**src/rtl/pat_match_param.sv**
```systemverilog
// Parametrised serial pattern matcher. It shifts in one bit per valid cycle and
// pulses flag when the last W accepted bits equal the loaded pattern.
// It also keeps a saturating count of matches since reset or the last load.
module pat_match_param #(
    parameter int unsigned    W        = 8,
    parameter int unsigned    CNT_W    = 8,
    parameter logic [W-1:0]   PAT_INIT = W'(8'b00110111)
) (
    input  logic             clk,
    input  logic             reset,
    input  logic             load,
    input  logic [W-1:0]     pat_in,
    input  logic             valid,
    input  logic             data,
    input  logic             overlap_en,
    output logic             flag,
    output logic [CNT_W-1:0] match_cnt
);

    // fill counts 0..W inclusive, so it needs room for the value W itself
    localparam int unsigned FILL_W = $clog2(W + 1);
    localparam logic [FILL_W-1:0] FILL_FULL = FILL_W'(W);

    logic [W-1:0]      pat_q,  pat_d;
    logic [W-1:0]      hist_q, hist_d;
    logic [FILL_W-1:0] fill_q, fill_d;
    logic              flag_q, flag_d;
    logic [CNT_W-1:0]  cnt_q,  cnt_d;

    logic [W-1:0]      hist_n_c;
    logic [FILL_W-1:0] fill_n_c;
    logic              match_c;

    // Candidate history and fill level if the current bit were accepted
    always_comb begin
        hist_n_c = {hist_q[W-2:0], data};
        fill_n_c = (fill_q == FILL_FULL) ? fill_q : fill_q + FILL_W'(1);
        match_c  = (fill_n_c == FILL_FULL) && (hist_n_c == pat_q);
    end

    // Next-state: load beats valid, and valid beats idle
    always_comb begin
        pat_d  = pat_q;
        hist_d = hist_q;
        fill_d = fill_q;
        flag_d = 1'b0;
        cnt_d  = cnt_q;

        if (load) begin
            pat_d  = pat_in;
            hist_d = '0;
            fill_d = '0;
            cnt_d  = '0;
        end else if (valid) begin
            hist_d = hist_n_c;
            fill_d = fill_n_c;
            if (match_c) begin
                flag_d = 1'b1;
                if (cnt_q != {CNT_W{1'b1}}) begin
                    cnt_d = cnt_q + CNT_W'(1);
                end
                // Non-overlapping mode needs W fresh bits before the next hit
                if (!overlap_en) begin
                    fill_d = '0;
                end
            end
        end
    end

    // State registers with asynchronous active-low reset
    always_ff @(posedge clk or negedge reset) begin
        if (!reset) begin
            pat_q  <= PAT_INIT;
            hist_q <= '0;
            fill_q <= '0;
            flag_q <= 1'b0;
            cnt_q  <= '0;
        end else begin
            pat_q  <= pat_d;
            hist_q <= hist_d;
            fill_q <= fill_d;
            flag_q <= flag_d;
            cnt_q  <= cnt_d;
        end
    end

    assign flag      = flag_q;
    assign match_cnt = cnt_q;

endmodule

```
**config.mk**
```make
export PLATFORM = sky130hd
export DESIGN_NAME = pat_match_param
export DESIGN_NICKNAME = d
export VERILOG_FILES = /design/src/rtl/pat_match_param.sv
export SDC_FILE = /design/constraint.sdc
export NUM_CORES = 1
export LEC_CHECK = 0
export ABC_AREA = 0
export CAP_MARGIN = 20
export CORE_UTILIZATION = 45
export DETAILED_ROUTE_END_ITERATION = 12
export PLACE_DENSITY = 0.79
export SLEW_MARGIN = 20
export SYNTH_ARGS = -nofsm -noshare
export SYNTH_HDL_FRONTEND = slang
export SYNTH_SLANG_ARGS = --single-unit
```
**constraint.sdc**
```tcl
create_clock -name clk -period 7.05 [get_ports clk]
set_input_delay 0.705 -clock clk [delete_from_list [all_inputs] [get_ports clk]]
set_output_delay 0.705 -clock clk [all_outputs]
set_load 0.1 [all_outputs]
```
==> impl_results.md <==
* Synth cell count leaders: dfrtp_1 (23), nor2_1 (11), inv_1 (9), xnor2_1 (9)
* Top cell type's share of synthesized area at 39.6%
* Top-count cell post-synth: dfrtp_1
* DR vias at 1110
* Worst Hold Class: reg -> reg
* Normalized max-slew margin at 35.0%
* Placer Congestion at 0.877
* Hold buffer count at cts at 0
* Starting Density at 47.6%
* Placed Area at 1710 µm²
* Syn_area_per_cell at 10.5 µm²
* Run status: finished, final reports clean
* Vias per Instance at 5.44
* Layout cells sized above 1 at 12.5%
* Antenna diodes at 0
* Post-synthesis sequential area ratio at 48.7%
* Worst-path clk slew at 0.15 ns
* Max Cap Viol at 0
* Worst vdd ir at 0.0944 mV
* Synth Instances at 138
* Clock Latency Late Sink at 0.32 ns
* Vias in the first global route at 1082
* YS warnings at 0
* CTS max path bufs at 2
* Setup TNS at 0 ns
* GR met3 Demand/Resource at 2.20%
* Clock sink count at 28
* Pleak at 0.723 nW
* WP data arrival at 3.19 ns
* GR peak layer: met2
* Synth unique cells at 33
* Core area at 3050 µm²
* Hpwl dp at 1960 µm
* Period minus WS final at 2.96 ns
* Syn_nets at 155
* Post-CTS Setup Bufs at 0
* Post-cts sizing count at 0
* GRT Residual Overflow at 0
* Cell area after layout at 1770 µm²
* GRT met1 Usage at 23.5%
* CTS buffer count at 3
* Clock Skews at 0.00389 ns
* Flops & latches, synth at 28
* WL/cell at 13.1 µm
* Initial antenna violation count at 0
* Top-level I/O count at 23
* Clock root cell: clkbuf_4
* Req. time, crit path at 7.29 ns
* CTS tree: done
* Nature of the critical path endpoint: register
* Highest clock rate at 338 MHz
* Pin count of the biggest net entering global routing at 29
* Chip Width at 58.8 µm
* P&R area growth vs syn at 21.5%
* Fraction of registers with async set or reset after synthesis at 100%
* Area of the die at 3460 µm²
* Reg2Reg Depth at 7
* Post-synth EDFFs at 0
* Slew @ Worst Pin at 0.972 ns
* First-pass GRT wire length at 4770 µm
* Final worst path period share at 41.9%
* Net count, final at 178
* Final Hold Violating Endpoints at 0
* Hold Crit Depth at 1
* Total GRT Usage at 17.9%
* Detailed-route wire length at 2670 µm
* IO buf count at 22
* Grt met2 use at 31.5%
* Final ANT Viol Nets at 0
* Critical path class: in -> reg
* Rows at 20
* Die Y at 58.8 µm
* Unrepaired setup endpoints after global routing: false
* Post-synth top flop: dfrtp_1
* DRC Markers at 0
* Final setup fails at 0
* 1st-pass router iterations at 4
* Power Density at 179 nW/µm²
* CP max FO at 15
* Final Max Tran Viols at 0
* Area leader, netlist: dfrtp_1
* Synth top area cells: dfrtp_1 (40%), dfstp_2 (9.0%), mux2_2 (6.2%)
* DRT iter0 DRCs at 38
* Synthesized area at 1450 µm²
* Crit path launch type: primary input
* CTS HTree Levels at 1
[cell usage in the layout (no fill, tap or decap), drive strengths merged, types with 2 or more instances in the layout]
master / synthesis / routed
or3: 2 / 2
nand2b: 2 / 2
inv: 9 / 9
ha: 3 / 3
nand2: 3 / 3
o21ai: 3 / 3
dfrtp: 23 / 23
xnor2: 9 / 9
dfstp: 5 / 5
o31ai: 6 / 6
nor2: 11 / 11
nand4: 7 / 7
nor3: 5 / 5
a21oi: 7 / 7
mux2i: 8 / 8
clkbuf: 1 / 3
nand3: 5 / 5
nor2b: 2 / 2
mux2: 8 / 8
clkdlybuf4s50: 0 / 22
or4: 5 / 5
[kinds of logic after synthesis]
family	Yosys count	synth area share (%)
adders and majority gates	3	2.58
and+or+nand+nor	46	17.2
xor gates and xnor gates	10	6.03
buffers and inverters	14	3.88
muxes	16	11.7
AOI/OAI and AO/OA	21	9.90
DFF	28	48.7
[path summary, 6_finish.rpt]
path / startpoint / end / slack (ns)
worst min-delay path: pat_q[7] / pat_q[7] / 0.55
min in group asynchronous: reset / match_cnt[5] / 0.73
max in group asynchronous: reset / pat_q[0] / 6.01
worst max-delay path: valid / match_cnt[5] / 4.09
worst min register to register: pat_q[7] / pat_q[7] / 0.55
worst max register to register: fill_q[0] / match_cnt[5] / 4.53
[critical path, cell delays in order]
cell and delay (ns):
clkdlybuf4s50_1 0.84, inv_1 0.08, a211o_1 0.28, or4_4 0.59
or4_1 0.51, a21oi_1 0.18
[area by class of cell]
cell class	count	area (µm²)
inverters	9	33.8
repair buffers	23	228
multi-input cells	96	689
flip-flops and latches	28	707
well taps	44	55.1
clock buffers	3	22.5
fillers	283	1290
clock inverters	1	30.0
[through the flow]
stage	power, mW	setup slack [ns]	util, %	hold WS, ns	cells
after global placement	0.214	3.85	56.1	0.521	200
after global routing	0.330	4.00	57.8	0.575	204
after floorplan	0.200	4.78	-	0.409	138
final	0.316	4.09	57.8	0.555	204
after detailed placement	0.215	3.76	56.1	0.523	200
after CTS	0.321	4.12	57.8	0.559	204
[layer usage]
layer  up-vias  wire length [µm]  share of wire, %
met5         -                 0                 0
met4         0                 9              0.34
met3         2               115               4.3
met2        29              1360                51
met1       540              1190                45
li1        539                 -                 -
[state kept, by name, indices dropped and copies added, names as in the netlist]
| name | cells |
|---|---|
| pat_q | 8 |
| hist_q | 7 |
| match_cnt | 8 |
| flag | 1 |
| fill_q | 4 |
[report_power, final]
group | internal (mW) | total, mW | switching (mW)
sequential | 0.170 | 0.175 | 0.00590
combinational | 0.0200 | 0.0361 | 0.0162
clock | 0.0574 | 0.104 | 0.0470
Power figures use the tool's default switching activity.
